===== config.mk =====
export PLATFORM = sky130hd
export DESIGN_NAME = dmem_arbiter
export DESIGN_NICKNAME = d
export VERILOG_FILES = /design/src/rtl/dmem_arbiter.sv
export SDC_FILE = /design/constraint.sdc
export NUM_CORES = 1
export LEC_CHECK = 0
export CAP_MARGIN = 40
export CORE_ASPECT_RATIO = 0.7
export CORE_MARGIN = 5
export CORE_UTILIZATION = 29
export CTS_BUF_LIST = sky130_fd_sc_hd__clkbuf_8
export CTS_CLUSTER_DIAMETER = 50
export CTS_CLUSTER_SIZE = 16
export DETAILED_ROUTE_END_ITERATION = 12
export PLACE_DENSITY = 0.95
export SKIP_LAST_GASP = 1
export SYNTH_ARGS = -nofsm -noshare
export SYNTH_HDL_FRONTEND = slang
export SYNTH_SLANG_ARGS = --single-unit

===== constraint.sdc =====
create_clock -name clk -period 5.7 [get_ports clk]
set_clock_uncertainty 0.15 [all_clocks]
set_input_delay 1.14 -clock clk [delete_from_list [all_inputs] [get_ports clk]]
set_output_delay 1.14 -clock clk [all_outputs]
set_load 0.02 [all_outputs]

===== src/rtl/dmem_arbiter.sv =====
// Two-port arbiter in front of a single-port synchronous-read data memory.
// The CPU port has fixed priority; a starvation counter guarantees the debug port a slot.
module dmem_arbiter #(
  parameter int ADDR_W       = 8,
  parameter int DATA_W       = 8,
  parameter int STARVE_LIMIT = 4
) (
  input  logic              clk,
  input  logic              reset,
  input  logic              cpu_req,
  input  logic              cpu_we,
  input  logic [ADDR_W-1:0] cpu_addr,
  input  logic [DATA_W-1:0] cpu_wdata,
  output logic              cpu_gnt,
  output logic              cpu_rvalid,
  output logic [DATA_W-1:0] cpu_rdata,
  input  logic              dbg_req,
  input  logic              dbg_we,
  input  logic [ADDR_W-1:0] dbg_addr,
  input  logic [DATA_W-1:0] dbg_wdata,
  output logic              dbg_gnt,
  output logic              dbg_rvalid,
  output logic [DATA_W-1:0] dbg_rdata,
  output logic              mem_write_en,
  output logic [ADDR_W-1:0] mem_addr,
  output logic [DATA_W-1:0] mem_wdata,
  input  logic [DATA_W-1:0] mem_rdata
);

  localparam logic [3:0] LIMIT = 4'(STARVE_LIMIT);

  logic [3:0] starve_q, starve_d;
  logic       cpu_rvalid_q, cpu_rvalid_d;
  logic       dbg_rvalid_q, dbg_rvalid_d;

  function automatic logic [3:0] starve_next(input logic [3:0] cnt, input logic dreq,
                                             input logic dgnt, input logic cgnt);
    logic [3:0] nxt;
    nxt = cnt;
    if (!dreq || dgnt)
      nxt = 4'd0;
    else if (cgnt && (cnt != LIMIT))
      nxt = cnt + 4'd1;
    return nxt;
  endfunction

  always_comb begin
    cpu_gnt = 1'b0;
    dbg_gnt = 1'b0;
    if (!reset) begin
      if (cpu_req && dbg_req) begin
        if (starve_q == LIMIT) dbg_gnt = 1'b1;
        else                   cpu_gnt = 1'b1;
      end else if (cpu_req) begin
        cpu_gnt = 1'b1;
      end else if (dbg_req) begin
        dbg_gnt = 1'b1;
      end
    end
  end

  // With no grant the CPU inputs are still steered out, with the write suppressed.
  always_comb begin
    mem_addr     = cpu_addr;
    mem_wdata    = cpu_wdata;
    mem_write_en = 1'b0;
    if (reset) begin
      mem_addr  = '0;
      mem_wdata = '0;
    end else if (dbg_gnt) begin
      mem_addr     = dbg_addr;
      mem_wdata    = dbg_wdata;
      mem_write_en = dbg_we;
    end else if (cpu_gnt) begin
      mem_write_en = cpu_we;
    end
  end

  always_comb begin
    starve_d     = starve_next(starve_q, dbg_req, dbg_gnt, cpu_gnt);
    cpu_rvalid_d = cpu_gnt & ~cpu_we;
    dbg_rvalid_d = dbg_gnt & ~dbg_we;
  end

  always_ff @(posedge clk or posedge reset) begin
    if (reset) begin
      starve_q     <= 4'd0;
      cpu_rvalid_q <= 1'b0;
      dbg_rvalid_q <= 1'b0;
    end else begin
      starve_q     <= starve_d;
      cpu_rvalid_q <= cpu_rvalid_d;
      dbg_rvalid_q <= dbg_rvalid_d;
    end
  end

  assign cpu_rvalid = cpu_rvalid_q;
  assign dbg_rvalid = dbg_rvalid_q;
  assign cpu_rdata  = mem_rdata;
  assign dbg_rdata  = mem_rdata;

endmodule


# After elaboration in Yosys (flattened, before gate mapping)
# Cells that the tools add are included.
totals:
  elab_cells: 33
  register_bits: 6
  in_bits: 46
  output_inout_bits: 37
classes:
  n_bitwise: 4
  addsub: 1
  eq_ne: 2
  muxes: 18
  reduce_logical: 5
ops:
  columns: ["cell", "count"]
  rows:
  - ["8-bit 2-to-1 mux", 4]
  - ["1-bit 2-to-1 mux", 12]
  - ["4-bit 2-to-1 mux", 2]
  - ["4-bit by 1-bit adder with 4-bit output, second input constant", 1]
  - ["4-bit by 3-bit equality test with 1-bit output, second input constant", 1]
  - ["4-bit by 3-bit inequality test with 1-bit output, second input constant", 1]
  - ["1-bit bitwise AND", 2]
  - ["1-bit logical AND", 2]
  - ["1-bit NOT", 2]
  - ["2-bit nonzero test", 1]
  - ["1-bit zero test", 1]
  - ["1-bit logical OR", 1]

# Depth between registers and ports, before layout
logic_depth:
  ltp_word: 7
  mapped_depth: 7
  mapped_depth_nobuf: 5

# Worst setup path after synthesis
# No wires, ideal clock.
synth_timing:
  path_kind: "input-to-output"
  start: "in cpu_req"
  end: "out mem_addr[0]"
  arrival_ns: 2.013
  stages: 4
  t_required_ns: 4.410
  setup_slack_ns: 2.397
  path_cell_list: "nand2b_2 a21oi_4 buf_6 a22o_1"
synth_between:
  elab_chain_cells: 5
synth_lines:
  columns: ["item", "line_no", "source"]
  rows:
  - ["start, declared", "10", "input logic cpu_req,"]
  - ["1-bit 2-to-1 mux or 1-bit logical AND (tied branches)", "54, 51", null]
  - ["1-bit 2-to-1 mux (*)", "51", "if (cpu_req && dbg_req) begin"]
  - ["1-bit 2-to-1 mux (*)", "50", "if (!reset) begin"]
  - ["via dbg_gnt", "21", "output logic dbg_gnt,"]
  - ["8-bit 2-to-1 mux (*)", "70", "end else if (dbg_gnt) begin"]
  - ["8-bit 2-to-1 mux (*)", "67", "if (reset) begin"]
  - ["end, declared", "25", "output logic [ADDR_W-1:0] mem_addr,"]
# The timed path passes the listed nets; every way through them passes the cells marked *.

# Worst setup path after layout
layout_timing:
  start: "in dbg_req"
  end: "out mem_wdata[1]"
layout_between:
  elab_chain_cells: 6
layout_lines:
  columns: ["item", "line_no", "source"]
  rows:
  - ["start, declared", "17", "input logic dbg_req,"]
  - ["1-bit 2-to-1 mux", "56", "end else if (dbg_req) begin"]
  - ["1-bit 2-to-1 mux", "54", "end else if (cpu_req) begin"]
  - ["1-bit 2-to-1 mux (*)", "51", null]
  - ["1-bit 2-to-1 mux (*)", "50", null]
  - ["8-bit 2-to-1 mux (*)", "70", null]
  - ["8-bit 2-to-1 mux (*)", "67", null]
  - ["end, declared", "26", "output logic [DATA_W-1:0] mem_wdata,"]
# Every way passes the cells marked *; elsewhere a longest branch is shown, timed or not.

==> flow_metrics.py <==
metrics = {
    "placement": {
        "gp_congestion": 0.843,
        "portBuffers": 58,
        "place_ws_ns": 1.12,
        "dp_hpwl_um": 2030,
    },
    "clocking": {
        "cts_tree": "yes",
        "worstSkewPairLatency_ns": 0.23,
        "post-cts-setup-buffer-count": 0,
        "cts_inserted_buffers": 3,
        "clkSinkCount": 6,
        "cts_resized": 0,
        "cts_root_buf": "clkbuf_8",
        "cts_hold_buf": 0,
        "htreeDepth": 1,
        "clockBufferDepth": 2,
        "clk_pin_slew_worst_paths_ns": 0.04,
    },
    "timing": {
        "period_share_pct": 80.1,
        "finalHoldViolCount": 0,
        "maxSlewViolCount": 0,
        "fin_tns_setup_ns": 0,
        "fin_crit_ns": 4.56,
        "relSlewSlack_pct": 67.7,
        "setup_viol": 0,
        "grt_setup_unrepaired": "false",
        "worst_slew_pin_slew_ns": 0.484,
        "timing.fmax_ghz": 0.219,
        "setup_slack_ns": 1.14,
    },
    "final_layout": {
        "fin_util_pct": 54.0,
        "nNetsFinal": 162,
        "final_common_cell": "clkdlybuf4s50_1",
        "multiInputGateArea_sq_um": 343,
        "final_layout_size_suffix_gt1_share_pct": 7.14,
        "syn_to_final_growth_pct": 75.3,
        "insertedDiodeCount": 0,
        "final_cell_mix": "58 x clkdlybuf4s50_1, 17 x a22o_1, 6 x dfrtp_1",
        "regArea_sq_um": 150,
        "nFillCells": 212,
    },
    "power": {
        "seq_power_share_pct": 23.6,
        "p_leak_nw": 0.488,
        "power_frac_comb_pct": 41.6,
        "peakVddDrop_mv": 0.0856,
        "totalPowerFinal_mw": 0.189,
        "switching_share_pct": 28.2,
        "p_switching_mw": 0.0533,
        "powerDensity_nw_per_um2": 161,
        "p_int_mw": 0.136,
        "p_clk_share_pct": 34.8,
    },
    "global_route": {
        "grt_overflow": 0,
        "top_usage_layer": "met2",
        "use_met1_pct": 15.2,
        "grt_pass1_vias": 712,
        "grt_pass1_wl_um": 3690,
        "grtUsageTotal_pct": 15.0,
        "use_met2_pct": 26.4,
        "grt_max_degree": 20,
        "grt_use_met3_pct": 7.59,
        "antenna_found_initial": 0,
    },
    "floorplan": {
        "die_x_um": 67.4,
        "fp.dieH_um": 50.2,
        "core_sq_um": 2170,
        "dieArea_sq_um": 3380,
        "start_util_pct": 30.8,
        "rows": 14,
        "ios": 83,
    },
    "critical_path": {
        "reg2regPathDepth": 5,
        "crit_fanout": 19,
        "crit_path_start_kind": "primary input",
        "required_ns": 4.41,
        "arrival_ns": 3.27,
        "critPathKind": "in2out",
        "endpoint_kind": "output port",
    },
    "yosys": {
        "syn-cell-area_sq_um": 669,
        "synth_fp_nets": 118,
        "ys_seq_area_share_pct": 22.4,
        "avgSynthCellArea_sq_um": 9.56,
        "synth_cell_type_count": 23,
        "synth-seq-cells": 6,
        "syn_inst": 70,
        "yosysWarnings": 0,
    },
    "hold_path": {
        "min_path_cells": 1,
        "hp-class": "reg2reg",
    },
    "drt": {
        "via_per_inst": 4.73,
        "first_pass_iters": 4,
        "drt-initial-drc-count": 20,
        "routedWlPerCell_um": 16.6,
        "drc": 0,
        "ant_nets": 0,
        "vias": 681,
        "wirelength_um": 2390,
    },
    "status": {
        "status": "completed",
    },
    "job": {
        "maxCapViolCount": 0,
    },
}
-- per-stage QoR --
stage,hold slack [ns],instances,instance area [sq um]
2_1_floorplan,0.332,70,669
3_3_place_gp,0.357,141,1130
3_5_place_dp,0.374,141,1130
4_1_cts,0.377,144,1170
5_1_grt,0.430,144,1170
6_report,0.378,144,1170
-- cells in the mapped netlist --
cell / number / share of area (%)
ha_1: 2 / 3.7
nand4b_1: 1 / 1.3
nand2_1: 1 / 0.56
a22o_1: 17 / 22
o21ai_0: 2 / 1.5
nand3_1: 3 / 2.2
buf_6: 2 / 3.4
nor2b_1: 2 / 1.9
nand2b_2: 1 / 1.3
nand4b_4: 1 / 3.6
and3_2: 1 / 1.1
dfrtp_1: 6 / 22
a21oi_4: 1 / 2.4
buf_8: 1 / 2.2
nor4bb_1: 1 / 1.5
buf_4: 16 / 18
o32ai_1: 1 / 1.3
and3_4: 1 / 1.7
o2111ai_1: 1 / 1.3
a21boi_0: 1 / 1.1
inv_1: 5 / 2.8
a21oi_1: 2 / 1.5
nand2b_1: 1 / 0.94
-- path summary, 6_finish.rpt --
path	from	endpoint	slack, ns
setup / recovery	dbg_req	mem_wdata[1]	1.14
hold / removal	starve_q[3]	starve_q[3]	0.38
setup reg to reg	starve_q[0]	dbg_rvalid	4.02
hold reg to reg	starve_q[3]	starve_q[3]	0.38
max in group asynchronous	reset	dbg_rvalid	3.91
min in group asynchronous	reset	starve_q[2]	1.25
-- power groups by stage --
stage | logic [mW] | registers, mW | clock network [mW]
finish | 0.0788 | 0.0446 | 0.0659
global route | 0.0836 | 0.0447 | 0.0699
CTS | 0.0794 | 0.0446 | 0.0673
detailed placement | 0.0793 | 0.0452 | 0
global placement | 0.0772 | 0.0451 | 0
floorplan | 0.0480 | 0.0456 | 0
-- critical path: stages --
cell and delay [ns]:
clkdlybuf4s50_1 0.65, nand4b_4 0.16, a21oi_4 0.44, a22o_1 0.24
clkdlybuf4s50_1 0.64
-- kinds of logic (layout without fill, tap and decap cells) --
logic type | count (synthesis) | after routing | synth area share, %
AOI/OAI and AO/OA | 25 | 25 | 31.4
buffers and inverters | 24 | 66 | 26.4
and+or+nand+nor | 13 | 13 | 16.1
DFF | 6 | 6 | 22.4
adders and majority gates | 2 | 2 | 3.74
-- layout make-up --
| type | count | area share [%] |
|---|---|---|
| well taps | 32 | 3.41 |
| flip-flops and latches | 6 | 12.8 |
| repair buffers | 58 | 49.5 |
| clock buffers | 3 | 3.52 |
| multi-input cells | 40 | 29.2 |
| inverters | 5 | 1.60 |
-- registers in the layout, summed over array words and instances, names as in the netlist --
name,flops
cpu_rvalid,1
starve_q,4
dbg_rvalid,1
-- per-layer routing --
| metal | wire length [um] | part of all wire [%] | vias to the layer above |
|---|---|---|---|
| li1 | - | - | 332 |
| met1 | 901 | 38 | 302 |
| met2 | 1210 | 51 | 41 |
| met3 | 247 | 10 | 6 |
| met4 | 29 | 1.2 | 0 |
| met5 | 0 | 0 | - |
No activity file was read; power rests on OpenSTA's default activity.
